`src/rtl/matrix_fifo_loader.sv`:
```
// Reads MATRIX_COLUMNS_A+1 row words from memory and scatters their elements into
// the per-row matrix-A FIFOs, with the final row going to the single matrix-B FIFO.
module matrix_fifo_loader #(
    parameter int unsigned DATA_WIDTH       = 8,
    parameter int unsigned MATRIX_COLUMNS_A = 8,
    parameter int unsigned BASE_ADDR        = 0
) (
    input  logic                                   clk,
    input  logic                                   rst_n,
    input  logic                                   start,
    output logic [31:0]                            mem_address,
    output logic                                   mem_read,
    input  logic                                   mem_waitrequest,
    input  logic [DATA_WIDTH*MATRIX_COLUMNS_A-1:0] mem_readdata,
    input  logic                                   mem_readdatavalid,
    output logic [DATA_WIDTH-1:0]                  fifo_data,
    output logic [MATRIX_COLUMNS_A-1:0]            wrreq_A,
    input  logic [MATRIX_COLUMNS_A-1:0]            wrfull_A,
    output logic                                   wrreq_B,
    input  logic                                   wrfull_B,
    output logic                                   busy,
    output logic                                   done
);

    localparam int unsigned   CntW    = $clog2(MATRIX_COLUMNS_A + 1);
    localparam logic [CntW-1:0] LastIdx = CntW'(MATRIX_COLUMNS_A - 1);
    localparam logic [CntW-1:0] LastRow = CntW'(MATRIX_COLUMNS_A);

    typedef enum logic [2:0] {StIdle, StReq, StWaitData, StPush, StDone} state_e;

    state_e                               state_q;
    logic [CntW-1:0]                      row_q;
    logic [CntW-1:0]                      byte_idx_q;
    logic [DATA_WIDTH*MATRIX_COLUMNS_A-1:0] row_data_q;
    logic [31:0]                          mem_address_q;
    logic                                 mem_read_q;
    logic                                 busy_q;
    logic                                 done_q;
    logic                                 tgt_full;
    logic                                 push;

    // Write strobes are gated by the current full flag, so they cannot be registered.
    always_comb begin
        tgt_full = wrfull_B;
        for (int unsigned i = 0; i < MATRIX_COLUMNS_A; i++) begin
            if (row_q == CntW'(i)) tgt_full = wrfull_A[i];
        end
        push    = (state_q == StPush) && !tgt_full;
        wrreq_A = '0;
        for (int unsigned i = 0; i < MATRIX_COLUMNS_A; i++) begin
            wrreq_A[i] = push && (row_q == CntW'(i));
        end
        wrreq_B   = push && (row_q == LastRow);
        fifo_data = '0;
        if (state_q == StPush) begin
            fifo_data = row_data_q[int'(byte_idx_q) * int'(DATA_WIDTH) +: DATA_WIDTH];
        end
    end

    always_ff @(posedge clk or negedge rst_n) begin
        if (!rst_n) begin
            state_q       <= StIdle;
            row_q         <= '0;
            byte_idx_q    <= '0;
            row_data_q    <= '0;
            mem_address_q <= '0;
            mem_read_q    <= 1'b0;
            busy_q        <= 1'b0;
            done_q        <= 1'b0;
        end else begin
            case (state_q)
                StIdle: begin
                    if (start) begin
                        row_q         <= '0;
                        byte_idx_q    <= '0;
                        mem_read_q    <= 1'b1;
                        mem_address_q <= BASE_ADDR;
                        busy_q        <= 1'b1;
                        state_q       <= StReq;
                    end
                end
                StReq: begin
                    if (!mem_waitrequest) begin
                        mem_read_q <= 1'b0;
                        state_q    <= StWaitData;
                    end
                end
                StWaitData: begin
                    if (mem_readdatavalid) begin
                        row_data_q <= mem_readdata;
                        byte_idx_q <= '0;
                        state_q    <= StPush;
                    end
                end
                StPush: begin
                    if (!tgt_full) begin
                        if (byte_idx_q == LastIdx) begin
                            if (row_q == LastRow) begin
                                done_q  <= 1'b1;
                                state_q <= StDone;
                            end else begin
                                row_q         <= row_q + CntW'(1);
                                mem_read_q    <= 1'b1;
                                mem_address_q <= BASE_ADDR + 32'(row_q) + 32'd1;
                                state_q       <= StReq;
                            end
                        end else begin
                            byte_idx_q <= byte_idx_q + CntW'(1);
                        end
                    end
                end
                StDone: begin
                    done_q  <= 1'b0;
                    busy_q  <= 1'b0;
                    state_q <= StIdle;
                end
                default: state_q <= StIdle;
            endcase
        end
    end

    assign mem_address = mem_address_q;
    assign mem_read    = mem_read_q;
    assign busy        = busy_q;
    assign done        = done_q;

endmodule

```
`config.mk`:
```
export PLATFORM = sky130hd
export DESIGN_NAME = matrix_fifo_loader
export DESIGN_NICKNAME = d
export VERILOG_FILES = /design/src/rtl/matrix_fifo_loader.sv
export SDC_FILE = /design/constraint.sdc
export NUM_CORES = 1
export LEC_CHECK = 0
export CORE_MARGIN = 4
export CORE_UTILIZATION = 39
export CTS_CLUSTER_SIZE = 20
export DETAILED_ROUTE_END_ITERATION = 8
export MAX_ROUTING_LAYER = met4
export PLACE_DENSITY = 0.69
export SYNTH_ARGS = -nofsm -noshare
export SYNTH_HDL_FRONTEND = slang
export SYNTH_SLANG_ARGS = --single-unit
export TNS_END_PERCENT = 30
```
`constraint.sdc`:
```
create_clock -name clk -period 2.8 [get_ports clk]
set_input_delay 0.28 -clock clk [delete_from_list [all_inputs] [get_ports clk]]
set_output_delay 0.28 -clock clk [all_outputs]
set_load 0.1 [all_outputs]
```
==> qor.csv, run 1 <==
metric,value,unit
status,completed,
crit_arrival,2490,ps
worstRegToRegCells,10,
fin_crit,2770,ps
viasPerCell,5.14,
cts.clk_slew.worst_paths,80,ps
skew,4.86,ps
final_nets,524,
ctsHtreeMaxLevel,3,
dpl.cell_count,563,
r2r_end,mem_address[3]$_DFFE_PN0P_,
r2r-start,row_q[0]$_DFFE_PN0P_,
area_growth,37.3,%
cts_tree,built,
synth_area_per_cell,12.4,sq um
n_antenna_cell,0,
die_y,112,microns
drive_gt1_share,35.4,%
yosys_warnings,0,
post-route-period-util,98.8,%
slew_violations,0,
num_io_pins,130,
yosysTopAreaCellShare,47.3,%
start_util,40.3,%
grtUsageTotal,16.0,%
final_cells,582,
cp-end-kind,output pin,
cap_viol_max_count,0,
tns,0,ps
drc_errors,0,
postSynthCellCount,338,
n_fill_cell,882,
drt-total-wl,9.65,mm
cp_max_fo,8,
design.die.area,12400,sq um
port-buffer-count,102,
final_cell_mix,"clkdlybuf4s50_1 (76), dfrtp_1 (75), mux2_2 (64)",
hp-class,primary input to async pin,
multi_input_area,2070,sq um
via_count,2993,
clockRootBuffer,clkbuf_8,
core_area,10400,sq um
grt_max_degree,52,
grt_pass1_wl,15.5,mm
firstDrtPassIters,4,
r2r_slack,360,ps
finalSetupViolations,0,
place_hpwl,7.39,mm
clk-insertion-delay-late,350,ps
wl_per_cell,16.6,microns
overflow,0,
cts_made_buffers,9,
cp-start-kind,register,
slew_headroom,64.5,%
synth_top_area_cell,dfrtp_1,
ys_seq_area_share,47.3,%
die_w,112,microns
regArea,1990,sq um
startpoint,row_q[0]$_DFFE_PN0P_,
ys_top_cells_by_area,"dfrtp_1 (47%), mux2_2 (17%), mux4_2 (8.6%)",
crit_required,2520,ps
drt.antenna.violating_nets,0,
clockBufferDepth,2,
synth.cell_area,4180,sq um
hold_viol,0,
clock_sinks,79,
gp_congestion,0.827,
worst-setup-path-type,register to output pin,
antenna_found_initial,0,
fmax,362,MHz
rows,37,
ys_seq_elements,79,
drt_first_iter_violations,103,
cp-endpoint,wrreq_A[2],
grt_pass1_vias,3103,
layout_commonest_cell,clkdlybuf4s50_1,
ys_types,44,
worst_pin_slew,533,ps
registers in the layout (all words and copies together), names as in the netlist:
| name | cells |
|---|---|
| state_q | 3 |
| row_q | 3 |
| row_data_q | 64 |
| busy | 1 |
| mem_read | 1 |
| done | 1 |
| byte_idx_q | 4 |
| mem_address | 2 |
cells by family after synthesis:
logic type	after synthesis	synth area share [%]
multiplexers	90	28.3
flip-flops	79	47.3
adder cells (fa/ha/maj)	5	1.50
buffers and inverters	55	7.96
AO/OA/AOI/OAI	33	5.81
other	1	0.0897
AND/OR/NAND/NOR	75	9.07
per-stage QoR:
stage                     setup WS [ps]  utilization, %  hold WS (ps)  cell area [sq um]
final                              34.1            55.3           448               5740
after global routing              -30.7            55.3           501               5740
after floorplan                    -254               -         -15.6               4380
after detailed placement            383            53.0           305               5490
after CTS                          2.16            55.0           455               5700
after global placement              494            53.0           297               5490
synth_stat cells:
cell and count:
o211ai_1 4, mux2i_1 10, nor3_1 2, a22o_1 1, a211o_1 1, buf_4 28
nor4_1 3, o311ai_0 1, o41ai_2 1, a221oi_1 2, or4_1 4, nor2_1 20
mux4_2 16, o211a_1 1, nand3b_1 1, mux2_2 64, nand3_1 9, a2bb2oi_1 1
clkbuf_1 5, nor2_2 1, dfrtp_1 79, a21o_1 1, or2_2 2, buf_6 1
and3_1 8, o221a_1 1, conb_1 1, o32ai_2 1, buf_1 2, ha_1 5
nand2_1 14, or3_1 4, nand2b_1 3, a31o_2 1, inv_1 8, nand4_1 1
o21ai_0 5, a22oi_1 1, and3b_1 1, buf_2 11, o31ai_1 1, o21ai_1 3
nor2b_1 2, a21oi_1 7
worst max-delay path, stage by stage, from the launching register on:
cell,delay (ps)
dfrtp_4,550
inv_6,110
ha_4,190
nor2_2,50
a221oi_2,240
nor2_1,90
o32ai_2,270
buf_4,180
nor2_4,50
and3_2,240
buf_12,170
per-layer routing:
| metal | GRT usage (%) | part of all wire [%] | up-vias |
|---|---|---|---|
| met3 | 5.76 | 9.1 | 15 |
| met1 | 18.2 | 41 | 1477 |
| li1 | - | - | 1383 |
| met2 | 26.5 | 48 | 118 |
| met4 | 5.11 | 1.6 | 0 |
| met5 | - | 0 | - |
cell type report:
| cell class | instances | area share [%] |
|---|---|---|
| clock buffers | 10 | 2.22 |
| clock inverters | 6 | 1.22 |
| inverters | 8 | 0.654 |
| multi-input cells | 230 | 36.2 |
| flip-flops and latches | 79 | 34.6 |
| well taps | 136 | 2.97 |
| repair buffers | 113 | 22.1 |
worst min-delay path by stage:
stage,start,to,slack (ps),cells past startpoint
4_1_cts,rst_n,row_data_q[49]$_DFFE_PN0P_,460,2
3_5_place_dp,rst_n,row_data_q[49]$_DFFE_PN0P_,310,1
3_3_place_gp,rst_n,row_data_q[49]$_DFFE_PN0P_,300,1
5_1_grt,rst_n,row_data_q[49]$_DFFE_PN0P_,500,2
6_report,rst_n,row_data_q[50]$_DFFE_PN0P_,450,2
2_1_floorplan,rst_n,busy$_DFFE_PN0P_,-20,0
what timing repair did:
action | in CTS | in global routing
endpoints found under the setup margin | 2 | 9
gates resized for setup | 1 | 4
endpoints found under the hold margin | 40 | 0
setup buffers | 0 | 2
pin swaps | 0 | 2
hold buffers | 1 | 0
Power of run 1 is not shown: default switching activity piles up to over one toggle a cycle in this logic, so the estimate is an artifact.
==> run 2, diff against run 1 <==
--- a/config.mk
+++ b/config.mk
@@ -5,10 +5,11 @@
 export SDC_FILE = /design/constraint.sdc
 export NUM_CORES = 1
 export LEC_CHECK = 0
-export CORE_MARGIN = 4
+export ABC_AREA = 0
 export CORE_UTILIZATION = 39
 export CTS_CLUSTER_SIZE = 20
 export DETAILED_ROUTE_END_ITERATION = 8
+export HOLD_SLACK_MARGIN = 0.08
 export MAX_ROUTING_LAYER = met4
 export PLACE_DENSITY = 0.69
 export SYNTH_ARGS = -nofsm -noshare
==> qor.csv, run 2 (same netlist as run 1, synthesis figures left out) <==
metric,value,unit,change
via_count,3007,,+0.47%
drt.antenna.violating_nets,0,,unchanged
place_hpwl,6.96,mm,-5.8%
cp-start-kind,register,,
start_util,40.3,%,unchanged
gp_congestion,0.844,,+2.0%
rows,37,,unchanged
overflow,0,,unchanged
area_growth,39.1,%,
wl_per_cell,16.0,microns,-3.4%
crit_arrival,2420,ps,-70 ps
design.die.area,11100,sq um,-10%
cp_max_fo,8,,unchanged
cts.clk_slew.worst_paths,80,ps,about the same
clockRootBuffer,clkbuf_8,,
n_antenna_cell,0,,unchanged
cts_tree,built,,
hp-class,primary input to async pin,,
ctsHtreeMaxLevel,3,,unchanged
crit_family,compound AO/OA/AOI/OAI gates,,
port-buffer-count,102,,unchanged
worst_pin_slew,720,ps,+187 ps
crit_buf_inv,2,,-1
pre_cts_ws,438,ps,+54.6 ps
clk-insertion-delay-late,350,ps,about the same
core_area,10400,sq um,unchanged
final_cells,584,,+0.34%
drt_first_iter_violations,110,,+6.8%
layout_commonest_cell,clkdlybuf4s50_1,,
cp-end-kind,output pin,,
grtUsageTotal,18.2,%,+2.2 points
crit_top_cell,nor2_4,,
firstDrtPassIters,4,,unchanged
rsz0062_at_grt,true,,
die_w,106,microns,-5.4%
cap_viol_max_count,0,,unchanged
cp_slowest_cell,dfrtp_4,,
dpl.cell_count,563,,unchanged
largest_register_ffs,64,,unchanged
hold_viol,0,,unchanged
die_y,106,microns,-5.4%
slew_violations,0,,unchanged
post-route-period-util,96.6,%,-2.2 points
final.setup.worst_slack,95.0,ps,+61.0 ps
num_io_pins,130,,unchanged
largest-register,row_data_q,,
slew_headroom,52.0,%,-12 points
reg_top3,"row_data_q: 64 flops, byte_idx_q: 4 flops",,
finalSetupViolations,0,,unchanged
crit_chain,inv_6 -> ha_4 -> nor2_4 -> a221oi_4 -> nor2_2 -> o32ai_4 -> nor2_4 -> and3_4 -> buf_12,,
drive_gt1_share,37.3,%,+1.9 points
status,completed,,
worst-setup-path-type,register to output pin,,
grt_pass1_wl,15.3,mm,-0.76%
crit_required,2520,ps,about the same
fin_area,5810,sq um,+1.3%
drt-total-wl,9.36,mm,-3.1%
drc_errors,0,,unchanged
viasPerCell,5.15,,+0.12%
antenna_found_initial,0,,unchanged
place_area,5510,sq um,+0.23%
cts_made_buffers,9,,unchanged
clock_sinks,79,,unchanged
cpPeakStageDelay,560,ps,about the same
fin_util,56.0,%,+0.72 points
final_cell_mix,"clkdlybuf4s50_1 (76), dfrtp_1 (75), mux2_2 (64)",,
final_nets,527,,+0.57%
clockBufferDepth,2,,unchanged
grt_pass1_vias,3151,,+1.5%
fmax,370,MHz,+2.3%
fin_crit,2700,ps,-61.0 ps
grt_max_degree,57,,+9.6%
skew,10.5,ps,+5.67 ps
-- run 2: changes by cell type in the layout (fill, tap and decap cells not counted), moves of 2 or more --
cell | previous run | this run
and3_2 | 4 | 1
and3_4 | 0 | 7
and3_1 | 4 | 0
buf_4 | 17 | 19
nor2_1 | 18 | 16
a221oi_2 | 2 | 0
clkinv_2 | 0 | 2
-- run 2: path summary, 6_finish.rpt --
check	to	slack, ps	start	cells after the start
max reg2reg	mem_address[4]$_DFFE_PN0P_	310	row_q[0]$_DFFE_PN0P_	10
min reg2reg	row_data_q[51]$_DFFE_PN0P_	510	row_data_q[51]$_DFFE_PN0P_	1
min	row_data_q[33]$_DFFE_PN0P_	510	rst_n	2
min in group clk	row_data_q[51]$_DFFE_PN0P_	510	row_data_q[51]$_DFFE_PN0P_	1
max	wrreq_A[4]	100	row_q[0]$_DFFE_PN0P_	9
max in group asynchronous	row_data_q[34]$_DFFE_PN0P_	1570	rst_n	3
-- run 2: what timing repair did --
action	CTS	global route
setup endpoints to repair	0	9
resized for setup	0	18
endpoints found under the hold margin	54	0
hold buffers	1	0
buffers inserted	0	5
-- run 2: worst register-to-register path, stage by stage, from the launching register on --
cell and delay (ps):
dfrtp_4 560, inv_6 100, ha_4 200, nor2_4 50, a221oi_4 280, nor2_2 90
o32ai_4 360, buf_8 190, buf_4 170, or3_1 230, mux2i_1 200
-- run 2: layout make-up --
type / count / area, sq um
Fill cell: 885 / 4560
Clock inverter: 5 / 33.8
Clock buffer: 10 / 138
Inverter: 8 / 37.5
Sequential cell: 79 / 1990
Timing Repair Buffer: 116 / 1310
Tap cell: 136 / 170
Multi-Input combinational cell: 230 / 2140
-- run 2: routing by layer --
metal,GRT usage (%),wire [microns]
met1,21.8,3920
met2,29.5,4540
met3,5.38,758
met4,6.15,142
met5,-,0
-- run 2: through the flow --
stage	hold slack, ps	TNS, ps
2_1_floorplan	-15.6	-764
3_3_place_gp	378	0
3_5_place_dp	386	0
4_1_cts	513	0
5_1_grt	525	-56.7
6_report	507	0
Power of run 2 is left out for the same reason.
==> run 3, diff against run 2 <==
--- a/config.mk
+++ b/config.mk
@@ -6,12 +6,14 @@
 export NUM_CORES = 1
 export LEC_CHECK = 0
 export ABC_AREA = 0
+export CORE_MARGIN = 4
 export CORE_UTILIZATION = 39
 export CTS_CLUSTER_SIZE = 20
 export DETAILED_ROUTE_END_ITERATION = 8
 export HOLD_SLACK_MARGIN = 0.08
 export MAX_ROUTING_LAYER = met4
 export PLACE_DENSITY = 0.69
+export RECOVER_POWER = 25
 export SYNTH_ARGS = -nofsm -noshare
 export SYNTH_HDL_FRONTEND = slang
 export SYNTH_SLANG_ARGS = --single-unit
==> qor.csv, run 3 (same netlist as run 1, synthesis figures left out) <==
metric,value,unit,change
use_met1,18.2,%,-3.6 points
n_antenna_cell,0,,unchanged
slew_headroom,31.1,%,-21 points
area_growth,37.1,%,
drt-total-wl,9.65,mm,+3.2%
crit_arrival,2490,ps,+70 ps
viasPerCell,5.15,,about the same
place_hpwl,7.39,mm,+6.1%
num_io_pins,130,,unchanged
fin_area,5730,sq um,-1.4%
clock_sinks,79,,unchanged
fin_crit,2770,ps,+60.8 ps
finalSetupViolations,0,,unchanged
via_count,2997,,-0.33%
die_y,112,microns,+5.7%
clk-insertion-delay-late,350,ps,about the same
design.die.area,12400,sq um,+12%
status,completed,,
largest_register_ffs,64,,unchanged
fmax,362,MHz,-2.2%
reg_top3,"row_data_q: 64 flops, byte_idx_q: 4 flops",,
cts_tree,built,,
cp_max_fo,8,,unchanged
worst-setup-path-type,register to output pin,,
skew,5.08,ps,-5.45 ps
hold_viol,0,,unchanged
grt_max_degree,52,,-8.8%
die_w,112,microns,+5.7%
gp_congestion,0.827,,-2.0%
grt_pass1_vias,3103,,-1.5%
n_fill_cell,885,,unchanged
dpl.cell_count,563,,unchanged
antenna_found_initial,0,,unchanged
firstDrtPassIters,4,,unchanged
overflow,0,,unchanged
clockRootBuffer,clkbuf_8,,
layout_commonest_cell,clkdlybuf4s50_1,,
met3_usage,5.76,%,+0.38 points
drt.antenna.violating_nets,0,,unchanged
cap_viol_max_count,0,,unchanged
final_cells,582,,-0.34%
cts_made_buffers,9,,unchanged
holdWs,508,ps,+0.430 ps
largest-register,row_data_q,,
port-buffer-count,102,,unchanged
core_area,10400,sq um,unchanged
cp-start-kind,register,,
start_util,40.3,%,unchanged
cp-end-kind,output pin,,
slew_violations,0,,unchanged
grt_pass1_wl,15.5,mm,+0.76%
grtUsageTotal,16.0,%,-2.2 points
tns,0,ps,unchanged
grt_most_used_layer,met2,,
crit_required,2520,ps,about the same
place_area,5490,sq um,-0.23%
wl_per_cell,16.6,microns,+3.5%
final_nets,524,,-0.57%
clockBufferDepth,2,,unchanged
drive_gt1_share,35.2,%,-2.1 points
grt_util_met2,26.5,%,-3.0 points
drt_first_iter_violations,105,,-4.5%
worst_pin_slew,1030,ps,+314 ps
cts.clk_slew.worst_paths,80,ps,about the same
rows,37,,unchanged
final_cell_mix,"clkdlybuf4s50_1 (76), dfrtp_1 (75), mux2_2 (64)",,
post-route-period-util,98.8,%,+2.2 points
drc_errors,0,,unchanged
ctsHtreeMaxLevel,3,,unchanged
hp-class,register to register,,
[run 3: path summary, 6_finish.rpt]
| path | startpoint | end | slack, ps | depth (start not counted) |
|---|---|---|---|---|
| min in group asynchronous | rst_n | row_data_q[50]$_DFFE_PN0P_ | 640 | 2 |
| setup / recovery | row_q[0]$_DFFE_PN0P_ | wrreq_A[2] | 30 | 10 |
| hold reg to reg | row_data_q[8]$_DFFE_PN0P_ | row_data_q[8]$_DFFE_PN0P_ | 510 | 1 |
| setup reg to reg | row_q[0]$_DFFE_PN0P_ | mem_address[3]$_DFFE_PN0P_ | 360 | 10 |
| hold / removal | row_data_q[8]$_DFFE_PN0P_ | row_data_q[8]$_DFFE_PN0P_ | 510 | 1 |
| max in group asynchronous | rst_n | row_q[2]$_DFFE_PN0P_ | 940 | 3 |
[run 3: metal layers]
layer  routed length (microns)  part of all wire, %
met5                         0                    0
met4                       157                  1.6
met3                       877                  9.1
met2                      4680                   49
met1                      3940                   41
[run 3: worst max-delay path: stages (launching register included)]
cell	delay [ps]
dfrtp_4	550
inv_6	110
ha_4	190
nor2_2	50
a221oi_2	240
nor2_1	90
o32ai_2	270
buf_4	180
nor2_4	50
and3_2	240
buf_12	170
[run 3: cell type report]
cell class | instances | area, sq um | share of cell area (%)
flip-flops and latches | 79 | 1990 | 34.7
multi-input cells | 230 | 2070 | 36.2
clock buffers | 10 | 128 | 2.23
well taps | 136 | 170 | 2.97
clock inverters | 6 | 70.1 | 1.22
inverters | 8 | 37.5 | 0.655
repair buffers | 113 | 1260 | 22.1
[run 3: per-stage QoR]
stage	utilization, %	setup WS, ps
after global placement	53.0	494
after CTS	55.0	2.16
after global routing	55.3	-30.7
final	55.3	34.2
after detailed placement	53.0	383
after floorplan	-	-254
[run 3: timing repair]
| item | CTS | global route |
|---|---|---|
| pin swaps | 0 | 2 |
| hold buffers | 1 | 0 |
| setup endpoints to repair | 2 | 9 |
| gates resized for setup | 1 | 4 |
| setup buffers | 0 | 2 |
| endpoints found under the hold margin | 40 | 0 |
Power of run 3 is left out for the same reason.
==> variant 1, RTL diff (settings of run 1) <==
Reset style: synchronous (`rst_n`), changed in one clocked block.
--- a/src/rtl/matrix_fifo_loader.sv
+++ b/src/rtl/matrix_fifo_loader.sv
@@ -58,5 +58,5 @@
     end
 
-    always_ff @(posedge clk or negedge rst_n) begin
+    always_ff @(posedge clk) begin
         if (!rst_n) begin
             state_q       <= StIdle;
Behaviour: differs if rst_n is asserted again (counterexample within 4 cycles, from zero or initial values and one cycle with rst_n low); with rst_n held inactive, the same outputs for 10 cycles.
==> variant 1 against run 1 <==
- critical path depth decreased by 2
- sequential share of layout area decreased by 6.4 points
- fmax increased by 4.2%
- sequential cell count unchanged
- area after synthesis decreased by 0.30%
- die area decreased by 0.28%
- worst setup slack improved by 0.11 ns
- final area decreased by 1.8%
- wire length increased by 14%
- largest cell class unchanged
Power is left out: it rests on default switching activity, and per cell area and clock period it moved more than threefold.
==> variant 1: results (changes against run 1) <==
Status:
- The run finished with clean final reports.

Global routing:
- The met1 layer usage reported by global route is 21.4% (+3.2 points).
- The global-route wire length before repair is 17700 um (+15%).
- The maximum number of pins on one net before global-route repair is 71 (+37%).
- The met3 routing resource usage after global routing was 3.10% (-2.7 points).
- The global-route met2 utilization was 31.0% (+4.5 points).
- The overall routing resource usage was 17.9% (+1.9 points).

Clock tree:
- The buffer cell driving the clock tree root is sky130_fd_sc_hd__clkbuf_8.
- The clock transition at the registers of the reported paths was 0.08 ns (about the same).
- The maximum root-to-sink buffer count came to 2 (unchanged).
- The total of cells resized after clock tree synthesis is 3 (+2).

Critical path:
- The worst-case reg-to-reg path depth is 9 (-1).
- The slowest stage of the critical path belongs to the cell sky130_fd_sc_hd__dfxtp_4.
- In this run the critical register-to-register path is launched from row_q[0]$_SDFFE_PN0P_.
- The endpoint identified for the worst register-to-register timing path is byte_idx_q[0]$_SDFFE_PN0P_.
- The maximum cell stage delay along the critical path is 0.37 ns (-0.18 ns).
- The setup slack on the worst flop-to-flop path is 0.63 ns (+0.27 ns).
- The arrival time of the worst setup path is 2.38 ns (-0.11 ns).
- The family with the most delay on the worst path is compound AO/OA/AOI/OAI gates.

Min path:
- The startpoint identified for the worst hold timing path is row_data_q[22]$_SDFFE_PN0P_.
- The worst hold path class is register to register.

Detailed routing:
- The met1 wire length is 4660 um (+18%).
- The uppermost signal routing layer after detailed routing is met4.
- The number of vias after detailed routing is 3724 (+24%).
- The number of detailed-route iterations in the first pass is 5 (+1).
- The average detailed-routed wire length per instance is 15.1 um (-9.1%).
- The routed length on met3 is 617 um (-30%).
- The total length of routed met2 wires is 5530 um (+18%).
- The initial detailed-routing violation count is 193 (+87%).

Placement:
- The placed wire-length estimate after detailed placement was 7970 um (+7.9%).
- The routability congestion estimate from global placement was 0.825 (-0.28%).
- The number of I/O port buffers is 102 (unchanged).

Synth:
- The commonest cells after synthesis are 145 x sky130_fd_sc_hd__nand2_1, 79 x sky130_fd_sc_hd__dfxtp_1, 75 x sky130_fd_sc_hd__a21oi_1.
- The dominant register cell in the synthesized netlist is sky130_fd_sc_hd__dfxtp_1.
- The post-synthesis cell type count is 58 (+32%).
- The sequential-to-total area share from yosys stat came to 38.0% (-9.3 points).
- Sorting the synthesized cells by area gives the leading types as sky130_fd_sc_hd__dfxtp_1 38%, sky130_fd_sc_hd__nand2_1 13%, sky130_fd_sc_hd__a21oi_1 9.0%.
- The proportion of synthesized flip-flops having asynchronous set or reset is 0% (-100 points).

Timing:
- The worst hold slack across all endpoints is 0.455 ns (+0.00694 ns).
- The final setup skew was 0.0106 ns (+0.00570 ns).
- The worst slew margin relative to its limit is 49.6% (-15 points).

Floorplanning:
- The overall die area is 12400 sq um (-0.28%).

Final layout:
- The total number of nets in the final design is 669 (+28%).
- The count of fill cells added during filler insertion is 976 (+11%).
- In the final layout, the registers with the most flip-flops are row_data_q x64, byte_idx_q x4.
- The diode insertion count for antenna repair is 0 (unchanged).
- The fraction of layout cells with a size suffix above 1 is 17.1% (-18 points).
variant 1: cell count changes after synthesis, sizes merged, moves of 22 or more:
cell and delta:
nand2 +131, dfrtp -79, dfxtp +79, a21oi +68
mux2 -64, clkbuf +22
variant 1: worst max-delay path by stage:
| stage | from | end | slack [ns] | cells after the start |
|---|---|---|---|---|
| floorplan | row_q[1]$_SDFFE_PN0P_ | wrreq_B | 0.001 | 8 |
| global placement | wrfull_A[2] | wrreq_A[0] | 0.37 | 7 |
| detailed placement | wrfull_A[2] | wrreq_A[0] | 0.28 | 7 |
| CTS | row_q[1]$_SDFFE_PN0P_ | wrreq_A[0] | 0.0006 | 8 |
| global route | row_q[1]$_SDFFE_PN0P_ | wrreq_A[3] | 0.01 | 7 |
| finish | row_q[0]$_SDFFE_PN0P_ | wrreq_A[3] | 0.14 | 8 |
variant 1: final cells by class:
type                       instances  area, sq um  share of cell area (%)
clock buffer                      10          128                    2.27
clock inverter                     6         93.8                    1.67
inverter                           6         22.5                   0.400
multi-input combinational        378         2380                    42.3
sequential                        79         1590                    28.2
tap                              136          170                    3.02
timing repair buffer             112         1250                    22.1
variant 1: through the flow:
stage	instances	instance area (sq um)	worst slack, ns
2_1_floorplan	528	4290	0.00106
3_3_place_gp	710	5350	0.367
3_5_place_dp	710	5350	0.278
4_1_cts	726	5580	0.000579
5_1_grt	727	5630	0.00988
6_report	727	5630	0.145
variant 1: cells by family after synthesis:
kind of cell / Yosys count / synth area share [%]
buf+inv: 71 / 9.34
compound gates: 108 / 16.9
fa+ha+maj: 5 / 1.50
simple gates: 213 / 23.4
flops: 79 / 38.0
mux: 25 / 10.8
other cells: 1 / 0.0900
==> variant 2, RTL diff (config.mk and constraints of run 1) <==
Made on the original files. Set the parameter `DATA_WIDTH` to 7 (it was 8).
--- a/src/rtl/matrix_fifo_loader.sv
+++ b/src/rtl/matrix_fifo_loader.sv
@@ -2,5 +2,5 @@
 // the per-row matrix-A FIFOs, with the final row going to the single matrix-B FIFO.
 module matrix_fifo_loader #(
-    parameter int unsigned DATA_WIDTH       = 8,
+    parameter int unsigned DATA_WIDTH       = 7,
     parameter int unsigned MATRIX_COLUMNS_A = 8,
     parameter int unsigned BASE_ADDR        = 0
Interface: changed (resized fifo_data and mem_readdata); port bits go from 130 to 121. No check against the original RTL was run, so the function may have changed too.
==> variant 2 against run 1 <==
- wire length decreased by 8.0%
- clock skew increased by 0.0037 ns
- critical path type unchanged
- count of clock-buffer cells in the layout unchanged
- first-iteration DRC count decreased by 17%
- area after synthesis decreased by 7.2%
- final area decreased by 6.9%
- sequential cell count decreased by 8
- worst setup slack improved by 0.038 ns
- critical endpoint is now wrreq_A[0]
==> variant 2: results (changes against run 1) <==
Synth:
- The proportion of synthesized flip-flops having asynchronous set or reset is 100% (unchanged).
- The dominant register cell in the synthesized netlist is sky130_fd_sc_hd__dfrtp_1.
- In the synthesized netlist, the cells that appear most often are 71 x sky130_fd_sc_hd__dfrtp_1, 56 x sky130_fd_sc_hd__mux2_2, 27 x sky130_fd_sc_hd__buf_4.
- Yosys attributes the largest share of cell area to sky130_fd_sc_hd__dfrtp_1 46%, sky130_fd_sc_hd__mux2_2 16%, sky130_fd_sc_hd__mux4_2 8.1%.
- The post-synthesis cell type count is 54 (+23%).
- The sequential-to-total area share from yosys stat came to 45.8% (-1.5 points).
- The number of warning messages in the yosys log is 0 (unchanged).

Detailed routing:
- The number of detailed-route iterations in the first pass is 4 (unchanged).
- The number of vias after detailed routing is 2745 (-8.3%).
- The routed wire length is 8890 um (-8.0%).
- The initial detailed-routing violation count is 86 (-17%).

Clock tree:
- The clock transition at the registers of the reported paths is 0.08 ns (about the same).
- The level count of the clock H-tree is 3 (unchanged).
- In this run the clock root is driven by a sky130_fd_sc_hd__clkbuf_8.
- The maximum root-to-sink buffer count is 2 (unchanged).
- The number of clock buffers inserted by TritonCTS is 9 (unchanged).
- The worst-skew pair later-pin latency is 0.35 ns (about the same).

Power:
- In this run the static leakage power is between 0.002 and 0.0025 uW.
- The worst vdd rail ir drop is 1360 uV.

Critical path:
- In this run the critical register-to-register path is launched from row_q[0]$_DFFE_PN0P_.
- The setup slack on the worst flop-to-flop path is 0.28 ns (-0.08 ns).
- The biggest fanout along the worst timing path was 8 (unchanged).
- The worst setup path is launched from a register.
- The most critical setup path has its startpoint at row_q[0]$_DFFE_PN0P_.
- The arrival time of the worst setup path was 2.45 ns (-0.04 ns).

Placement:
- The placed wire-length estimate after detailed placement came to 6370 um (-14%).
- The routability congestion estimate from global placement is 0.807 (-2.4%).
- The number of I/O port buffers came to 93 (-8.8%).
- The standard cell area after detailed placement is 4980 sq um (-9.3%).

Global routing:
- The via count of the first global-routing pass was 2801 (-9.7%).
- The initial antenna violation count came to 0 (unchanged).
- The overall routing resource usage is 15.8% (-0.25 points).
- The global-route wire length before repair was 13900 um (-9.9%).
- The maximum number of pins on one net before global-route repair was 57 (+9.6%).

Final layout:
- The largest registers in the layout are row_data_q x56, byte_idx_q x4.
- The diode insertion count for antenna repair is 0 (unchanged).
- The total number of nets in the final design is 483 (-7.8%).
- The fraction of layout cells with a size suffix above 1 is 37.8% (+2.3 points).

Status:
- The flow ran to the end, and the final reports show no timing, DRC or antenna violations.

Timing:
- The final setup skew is 0.00860 ns (+0.00374 ns).
- The actual transition at the worst max-transition pin is 0.710 ns (+0.176 ns).

Min path:
- The worst hold path class is register to register.
- The worst hold path startpoint is row_data_q[44]$_DFFE_PN0P_.
[variant 2: cell types whose count changed after synthesis, moves of 3 or more]
cell	before	now
sky130_fd_sc_hd__dfrtp_1	79	71
sky130_fd_sc_hd__mux2_2	64	56
sky130_fd_sc_hd__buf_2	11	5
sky130_fd_sc_hd__a21oi_1	7	12
sky130_fd_sc_hd__nand2_1	14	10
sky130_fd_sc_hd__nand3_1	9	5
sky130_fd_sc_hd__clkbuf_1	5	8
sky130_fd_sc_hd__inv_1	8	5
sky130_fd_sc_hd__nor4_1	3	0
sky130_fd_sc_hd__o21ai_1	3	0
[variant 2: cells by family after synthesis]
group	after synthesis	synth area share (%)
compound gates	33	6.22
fa+ha+maj	5	1.61
buf+inv	51	8.67
flops	71	45.8
mux	82	27.7
other cells	1	0.0967
simple gates	68	9.87
[variant 2: final timing paths]
path / cells after the start / endpoint
max reg2reg: 9 / row_q[0]$_DFFE_PN0P_
max in group asynchronous: 3 / row_q[2]$_DFFE_PN0P_
max: 8 / wrreq_A[0]
min in group asynchronous: 2 / row_data_q[54]$_DFFE_PN0P_
min: 1 / row_data_q[44]$_DFFE_PN0P_
min reg2reg: 1 / row_data_q[44]$_DFFE_PN0P_
[variant 2: where the power goes]
part           leakage [uW]  switching (uW)  internal [uW]
sequential         0.000904             310           1510
clock              0.000107             408            508
combinational       0.00128            2430           1730
[variant 2: worst max-delay path: stages (launching register included)]
cell	delay, ns
sky130_fd_sc_hd__dfrtp_2	0.47
sky130_fd_sc_hd__inv_2	0.10
sky130_fd_sc_hd__ha_4	0.20
sky130_fd_sc_hd__nor3b_1	0.16
sky130_fd_sc_hd__a2111oi_2	0.36
sky130_fd_sc_hd__nor2_1	0.14
sky130_fd_sc_hd__o21a_1	0.25
sky130_fd_sc_hd__and3_2	0.25
sky130_fd_sc_hd__buf_12	0.17
[variant 2: what timing repair did]
action                                  CTS  global route
hold buffers                              1             0
pin swaps                                 2             2
resized for setup                         5             9
gates cloned                              0             1
buffers inserted                          1             5
hold endpoints to repair                 29             0
endpoints found under the setup margin    9             9
[variant 2: cell type report]
class	count	area (sq um)
Fill cell	836	4390
Multi-Input combinational cell	216	1970
Sequential cell	71	1780
Timing Repair Buffer	105	1180
Tap cell	133	166
Clock buffer	10	128
Clock inverter	6	93.8
Inverter	5	18.8
[variant 2: stage by stage]
step,setup WS [ns],hold WS (ns),total power [uW],instances
after floorplan,-0.101,-0.0156,4740,337
after global placement,0.299,0.361,5700,522
after detailed placement,0.193,0.367,5780,522
after CTS,0.00346,0.510,6770,540
after global routing,-0.0520,0.514,7290,546
final,0.0720,0.508,6900,546
[variant 2: routing by layer]
metal,vias to the layer above,global-route usage [%],routed length [um]
li1,1276,-,-
met1,1337,19.7,3790
met2,122,24.6,4170
met3,10,4.98,732
met4,0,5.05,189
met5,-,-,0
